`src/rtl/riscv_pipe_pkg.sv`:
```
// Shared constants for the RV32I pipeline: control-word layout, register-zero index and
// counter width, plus the write-back bypass hit test used by the ID/EX operand muxes.
package riscv_pipe_pkg;

   localparam int unsigned CTRL_W_DEFAULT = 16;
   localparam int unsigned HAZ_CNT_W      = 16;

   localparam int unsigned REG_WRITE = 0;
   localparam int unsigned MEM_READ  = 1;
   localparam int unsigned MEM_WRITE = 2;
   localparam int unsigned ALU_SRC   = 3;
   localparam int unsigned BRANCH    = 4;
   localparam int unsigned ALU_OP_LO = 8;
   localparam int unsigned ALU_OP_HI = 11;

   localparam logic [4:0] REG_ZERO = 5'd0;

   // A write-back hits a read port only for a real write to a nonzero register.
   function automatic logic wb_hits(input logic       we,
                                    input logic [4:0] waddr,
                                    input logic [4:0] raddr);
      return we && (waddr != REG_ZERO) && (waddr == raddr);
   endfunction

endpackage

```
`src/rtl/load_use_detect.sv`:
```
// Combinational load-use hazard detector: flags a decode instruction that reads the
// destination of a load currently in EX. Shared with the IF/ID stage.
module load_use_detect
   import riscv_pipe_pkg::*;
(
   input  logic       ex_valid,
   input  logic       ex_mem_read,
   input  logic [4:0] ex_rd_addr,
   input  logic       id_valid,
   input  logic [4:0] id_rs1_addr,
   input  logic [4:0] id_rs2_addr,
   output logic       hz
);

   always_comb begin
      hz = ex_valid && ex_mem_read && (ex_rd_addr != REG_ZERO) && id_valid &&
           ((id_rs1_addr == ex_rd_addr) || (id_rs2_addr == ex_rd_addr));
   end

endmodule

```
`src/rtl/id_ex_stage.sv`:
```
// ID/EX pipeline register with load-use bubble insertion and a saturating stall counter.
// Define WB_BYPASS_EN to forward a same-cycle write-back into the captured operands.
module id_ex_stage
   import riscv_pipe_pkg::*;
#(
   parameter int unsigned CTRL_W = CTRL_W_DEFAULT
) (
   input  logic                 CLK,
   input  logic                 RESET,
   input  logic                 ID_VALID,
   input  logic [31:0]          ID_PC,
   input  logic [4:0]           ID_RS1_ADDR,
   input  logic [4:0]           ID_RS2_ADDR,
   input  logic [4:0]           ID_RD_ADDR,
   input  logic [31:0]          ID_DATA1,
   input  logic [31:0]          ID_DATA2,
   input  logic [31:0]          ID_IMM,
   input  logic [CTRL_W-1:0]    ID_CTRL,
   input  logic                 FLUSH,
   input  logic                 WB_WRITE_ENABLE,
   input  logic [4:0]           WB_WRITE_ADDRESS,
   input  logic [31:0]          WB_WRITE_DATA,
   output logic                 STALL,
   output logic                 EX_VALID,
   output logic [31:0]          EX_PC,
   output logic [31:0]          EX_IMM,
   output logic [31:0]          EX_DATA1,
   output logic [31:0]          EX_DATA2,
   output logic [4:0]           EX_RS1_ADDR,
   output logic [4:0]           EX_RS2_ADDR,
   output logic [4:0]           EX_RD_ADDR,
   output logic [CTRL_W-1:0]    EX_CTRL,
   output logic [HAZ_CNT_W-1:0] HAZARD_COUNT
);

`ifdef WB_BYPASS_EN
   localparam bit BypassEn = 1'b1;
`else
   localparam bit BypassEn = 1'b0;
`endif

   logic                 ex_valid_q;
   logic [31:0]          ex_pc_q, ex_imm_q, ex_data1_q, ex_data2_q;
   logic [4:0]           ex_rs1_q, ex_rs2_q, ex_rd_q;
   logic [CTRL_W-1:0]    ex_ctrl_q;
   logic [HAZ_CNT_W-1:0] hazard_count_q;

   logic        hz;
   logic        stall;
   logic [31:0] op1, op2;

   load_use_detect u_load_use_detect (
      .ex_valid    (ex_valid_q),
      .ex_mem_read (ex_ctrl_q[MEM_READ]),
      .ex_rd_addr  (ex_rd_q),
      .id_valid    (ID_VALID),
      .id_rs1_addr (ID_RS1_ADDR),
      .id_rs2_addr (ID_RS2_ADDR),
      .hz          (hz)
   );

   // A flush kills the dependent instruction, so holding it upstream would be wrong.
   assign stall = hz && !FLUSH;

   always_comb begin
      op1 = ID_DATA1;
      op2 = ID_DATA2;
      if (BypassEn && wb_hits(WB_WRITE_ENABLE, WB_WRITE_ADDRESS, ID_RS1_ADDR)) begin
         op1 = WB_WRITE_DATA;
      end
      if (BypassEn && wb_hits(WB_WRITE_ENABLE, WB_WRITE_ADDRESS, ID_RS2_ADDR)) begin
         op2 = WB_WRITE_DATA;
      end
      if (ID_RS1_ADDR == REG_ZERO) op1 = '0;
      if (ID_RS2_ADDR == REG_ZERO) op2 = '0;
   end

   always_ff @(posedge CLK) begin
      if (!RESET) begin
         ex_valid_q <= 1'b0;
         ex_pc_q    <= '0;
         ex_imm_q   <= '0;
         ex_data1_q <= '0;
         ex_data2_q <= '0;
         ex_rs1_q   <= '0;
         ex_rs2_q   <= '0;
         ex_rd_q    <= '0;
         ex_ctrl_q  <= '0;
      end else if (FLUSH || stall) begin
         // Bubble: kill valid and control, leave the datapath fields untouched.
         ex_valid_q <= 1'b0;
         ex_ctrl_q  <= '0;
      end else begin
         ex_valid_q <= ID_VALID;
         ex_pc_q    <= ID_PC;
         ex_imm_q   <= ID_IMM;
         ex_data1_q <= op1;
         ex_data2_q <= op2;
         ex_rs1_q   <= ID_RS1_ADDR;
         ex_rs2_q   <= ID_RS2_ADDR;
         ex_rd_q    <= ID_RD_ADDR;
         ex_ctrl_q  <= ID_VALID ? ID_CTRL : '0;
      end
   end

   always_ff @(posedge CLK) begin
      if (!RESET) begin
         hazard_count_q <= '0;
      end else if (stall && (hazard_count_q != {HAZ_CNT_W{1'b1}})) begin
         hazard_count_q <= hazard_count_q + 1'b1;
      end
   end

   assign STALL        = stall;
   assign EX_VALID     = ex_valid_q;
   assign EX_PC        = ex_pc_q;
   assign EX_IMM       = ex_imm_q;
   assign EX_DATA1     = ex_data1_q;
   assign EX_DATA2     = ex_data2_q;
   assign EX_RS1_ADDR  = ex_rs1_q;
   assign EX_RS2_ADDR  = ex_rs2_q;
   assign EX_RD_ADDR   = ex_rd_q;
   assign EX_CTRL      = ex_ctrl_q;
   assign HAZARD_COUNT = hazard_count_q;

endmodule

```
`config.mk`:
```
export PLATFORM = sky130hd
export DESIGN_NAME = id_ex_stage
export DESIGN_NICKNAME = d
export VERILOG_FILES = /design/src/rtl/riscv_pipe_pkg.sv /design/src/rtl/load_use_detect.sv /design/src/rtl/id_ex_stage.sv
export SDC_FILE = /design/constraint.sdc
export NUM_CORES = 1
export LEC_CHECK = 0
export BUFFER_PORTS_ARGS = -buffer_cell sky130_fd_sc_hd__buf_4
export CORE_MARGIN = 2
export CORE_UTILIZATION = 45
export CTS_CLUSTER_DIAMETER = 50
export DETAILED_ROUTE_END_ITERATION = 10
export HOLD_SLACK_MARGIN = 0.05
export MAX_ROUTING_LAYER = met4
export PLACE_DENSITY = 0.72
export SYNTH_ARGS = -nofsm -noshare
export SYNTH_HDL_FRONTEND = slang
export SYNTH_SLANG_ARGS = --single-unit
```
`constraint.sdc`:
```
create_clock -name CLK -period 2.3 [get_ports CLK]
set_input_delay 0.46 -clock CLK [delete_from_list [all_inputs] [get_ports CLK]]
set_output_delay 0.46 -clock CLK [all_outputs]
set_load 0.005 [all_outputs]
```
# == Word level (Yosys, flattened, before mapping) ==
# Index checks and enable logic that the tools add are counted.
# W data, S select, Z words.
# totals
ram_bits,0
ff_bits,176
mem_count,0
elab_cells,32
out_inout_bits,177
mem_bits_ro,0
input_bits,201
latchBits,0
# op_classes
n_lt_le_gt_ge,0
n_div,0
multipliers,0
bitwise,2
add_sub_neg,1
shift,0
eq_ne,3
n_reduce_logical,14
n_mux,2
# ops
cell,n
$mux W32,2
$add A16 B1 Y16 const B,1
$ne A16 B16 Y1 const B,1
$eq A5 B5 Y1,2
$logic_not A5 Y1,2
$logic_and A1 B1 Y1,6
$reduce_bool A5 Y1,1
$reduce_or A3 Y1,1
$logic_or A1 B1 Y1,2
$not A1 Y1,2
$reduce_or A2 Y1,1
$logic_not A1 Y1,1

# == Longest topological paths before layout ==
# logic_depth
ltp_word,7
depth_mapped,9
ltp_nobuf,5

# == Modules after synthesis ==
# A second synthesis with hierarchy kept.
# unflattened
cells_unflattened,721
area_unflattened_um2,6274.8
# modules_own_cells
module,cells_per_inst,instances,area_each_um2,seq_area_each_um2
id_ex_stage,704,1,6145.9,3523.4
load_use_detect,17,1,128.9,0.0

# == Worst setup path before layout ==
# OpenSTA, ideal clock, no wires.
# synth_path
kind,reg2out
start,"reg ex_rd_q[3], in the netlist EX_RD_ADDR[3]"
end,out STALL
t_required_ps,1840
arrival_time_ps,1546
setup_slack_ps,294
stages_incl_launch_ff,9
path_cell_list,dfxtp_1 buf_2 xor2_1 nor3_1 a22oi_1 buf_2 buf_2 buf_2 nor2_1
# synth_between
elab_chain_cells,5
word_cells_on_any_way,8
# synth_lines
element,line,rtl
"start, declared",id_ex_stage.sv:44,"logic [4:0] ex_rs1_q, ex_rs2_q, ex_rd_q;"
"start signal, assigned",id_ex_stage.sv:87,ex_rd_q <= '0;
"start signal, assigned",id_ex_stage.sv:101,ex_rd_q <= ID_RD_ADDR;
$reduce_bool A5 Y1,load_use_detect.sv:16,hz = ex_valid && ex_mem_read && (ex_rd_addr != REG_ZERO) && id_valid &&
$logic_and A1 B1 Y1 (2 in series),load_use_detect.sv:16,
$logic_and A1 B1 Y1 (*),load_use_detect.sv:16,
$logic_and A1 B1 Y1 (*),id_ex_stage.sv:63,assign stall = hz && !FLUSH;
"end, declared",id_ex_stage.sv:23,"output logic STALL,"
# Every way passes the cells marked *; elsewhere a longest branch is shown, timed or not.

# == Final worst setup path ==
# layout_path
start,"reg ex_rd_q[0], in the netlist EX_RD_ADDR[0]"
end,out STALL
# Same word-level chain as after synthesis.

==> impl_metrics.toml <==
[die]
dieWidth_um = 152
initial_core_util_pct = 45.6
die_h_um = 152
die-area_um2 = 23200
rows = 54
ios = 378
core_area_um2 = 21700

[min_path]
hp-class = "input pin to flop"

[power]
power.share.switching_pct = 29.4
p_seq_share_pct = 43.7
power_density_nw_per_um2 = 608
pwr-share-comb_pct = 20.8
ir_drop_uv = 437
clkPwrFrac_pct = 35.4
power_switching_uw = 2380
leakage_uw = 0.00503
internal_power_uw = 5710

[timing]
setup_tns_ns = -0.0366
rsz0062_at_grt = "true"
skew_ns = 0.0167
fin_ws_ns = -0.0366
max_freq_mhz = 428
slew_violations = 0
setup_viol = 1
period_needed_ns = 2.34
hold_viol = 0
slew_headroom_pct = 31.8
whs_ns = 0.220
worst_pin_slew_ns = 1.02
timing.final.crit_share_pct = 102

[clocking]
cts_tree = "built"
worstSkewPairLatency_ns = 0.44
clk_pin_slew_ns = 0.08
cts_buffer_depth = 2
cts_buffers = 17
cts.sinks = 176
htreeDepth = 4
root_buffer = "clkbuf_16"
cts_hold_buf = 0

[worst_setup_path]
rrSetupSlack_ns = 0.03
path_class = "flop to output pin"
start_kind = "flop"
crit_slowest_cell = "or4_4"
worstPathCellList = "or4_4 -> o2111a_4 -> nand2b_4 -> nor2_4 -> buf_6"
cp.required_ns = 1.84
slowest_delay_ns = 0.56
crit_path_max_fanout = 2
worst_ep_arrival_time_ns = 1.88
end_kind = "output pin"
crit_buf_inv = 1
worst_path_dominant_cell_family = "simple AND/OR/NAND/NOR gates"

[placement]
place_inst = 1694
numPortBuffers = 339
pre_cts_ws_ns = 0.0704
gp_congestion = 0.840
dpl.hpwl_mm = 21.0

[synth]
syn_inst = 1188
ys_ff_latch = 176
synthArstFlopShare_pct = 0
synth_seq_area_share_pct = 35.6
syn_nets = 1390
yosysUniqueCellTypes = 39
yosysWarnings = 0
synth-main-ff-cell = "dfxtp_1"
synth.avg_cell_area_um2 = 8.32
syn_area_um2 = 9890
synth_edf_count = 0

[finish]
drive_above_1_share_pct = 30.4
syn_to_final_growth_pct = 34.6
fillers = 1927
multiInputGateArea_um2 = 5660
diodes = 0
seqCellArea_um2 = 3530
stdcell_count = 1729
fin_nets = 1640

[detailed_routing]
wirelength_mm = 32.6
drc = 0
antenna_left = 0
wl_per_cell_um = 18.9
dr.pass1.iters = 7
drt_iter0_drc = 790
vias = 10900
vias_per_cell = 6.28

[grt]
grt-ovfl-total = 0
grt_usage_pct = 27.4
grt_start_max_net_pins = 209
grt_pass1_vias = 9953
grt_pass1_wl_mm = 51.9
antenna_found_initial = 0

[run_status]
violations = "negative setup slack"
status = "complete, but fails checks"

[flow_run]
cap_violations = 0
## metrics by stage
stage / util [%] / area (um^2) / power (uW)
after detailed placement: 58.5 / 12700 / 5270
final: 61.4 / 13300 / 8090
after global routing: 61.4 / 13300 / 8430
after global placement: 58.5 / 12700 / 5230
after CTS: 61.2 / 13300 / 8120
after floorplan: - / 9890 / 4360
## final cells by class
cell class                      instances  area share [%]
Timing Repair Buffer                  396            24.1
Clock inverter                         12           0.959
Inverter                                1          0.0282
Multi-Input combinational cell        846            42.5
Tap cell                              280            2.63
Clock buffer                           18            3.22
Sequential cell                       176            26.5
## state kept, by name (all words and copies together) (netlist names)
signal        cells
EX_PC            32
EX_DATA2         32
EX_RD_ADDR        5
EX_IMM           32
EX_CTRL          16
EX_RS2_ADDR       5
EX_DATA1         32
EX_RS1_ADDR       5
HAZARD_COUNT     16
EX_VALID          1
## per-layer routing
metal / vias to the layer above / GRT usage, % / share of wire (%)
li1: 5177 / - / -
met1: 5189 / 35.7 / 43
met2: 430 / 41.8 / 46
met3: 62 / 5.80 / 7.5
met4: 0 / 10.9 / 3.0
met5: - / - / 0
## cells by family (layout without fill, tap and decap cells)
logic type               count (synthesis)  count (layout)  share of synthesized area [%]
AND/OR/NAND/NOR                        523             523                           29.8
AO/OA/AOI/OAI                          301             301                           24.9
flip-flops                             176             176                           35.6
buffers and inverters                  166             427                           7.53
multiplexers                            11              11                           1.11
XOR/XNOR                                10              10                          0.886
adder cells (fa/ha/maj)                  1               1                          0.127
## what timing repair did
action                     in CTS  in global routing
setup buffers                   4                  2
gates resized for setup         0                  8
setup endpoints to repair       1                 11
pin swaps                       3                  3
cloned                          0                  0
## cells in the mapped netlist (all sizes together), types with 5 or more instances
library cell	count	share of area (%)
a21oi	5	0.25
a32oi	79	7.0
a41oi	64	5.7
and2	17	1.1
and3	67	4.2
buf	76	4.1
clkbuf	89	3.4
dfxtp	176	36
mux2i	11	1.1
nand2	103	3.9
nand2b	11	0.70
nand3	143	7.2
nand4	70	4.4
nor2	8	0.30
nor3	6	0.35
nor3b	79	6.0
nor4	6	0.38
o211ai	138	10
o311ai	5	0.44
o31ai	5	0.38
or4	6	0.49
xor2	10	0.89
## path summary, 6_finish.rpt
path | to | cells after the start | startpoint
worst max-delay path | STALL | 5 | EX_RD_ADDR[0]
worst min-delay path | EX_CTRL[13] | 2 | ID_CTRL[13]
worst max register to register | EX_DATA1[2] | 7 | EX_RD_ADDR[0]
worst min register to register | EX_DATA1[25] | 2 | EX_DATA1[25]
## power groups by stage
stage | logic (uW) | clock network (uW) | registers [uW]
finish | 1690 | 2860 | 3540
global route | 1830 | 3030 | 3570
CTS | 1690 | 2910 | 3530
detailed placement | 1680 | 0 | 3600
global placement | 1640 | 0 | 3590
floorplan | 772 | 0 | 3590
## placed cells by master, fill, tap and decap left out, types with 2 or more instances in the layout
master,synthesis,layout
a21oi_1,5,5
a32oi_1,79,79
a41oi_1,64,64
and2_1,17,17
and3_1,67,67
and4_1,2,2
buf_12,0,15
buf_16,0,2
buf_4,10,376
buf_6,2,2
clkbuf_16,0,17
clkinv_4,0,3
clkinvlp_4,0,3
dfxtp_1,176,174
dfxtp_2,0,2
inv_6,0,3
inv_8,0,2
mux2i_1,11,11
nand2_1,103,101
nand2_2,0,2
nand2b_1,11,10
nand3_1,143,143
nand4_1,70,70
nor2_1,8,6
nor2_4,0,2
nor3_1,5,5
nor3b_1,79,79
nor4_1,6,6
nor4b_1,2,2
o211ai_1,138,138
o311ai_0,5,5
o31ai_1,5,5
or4_1,5,5
xor2_1,10,10
Power figures use the tool's default switching activity.
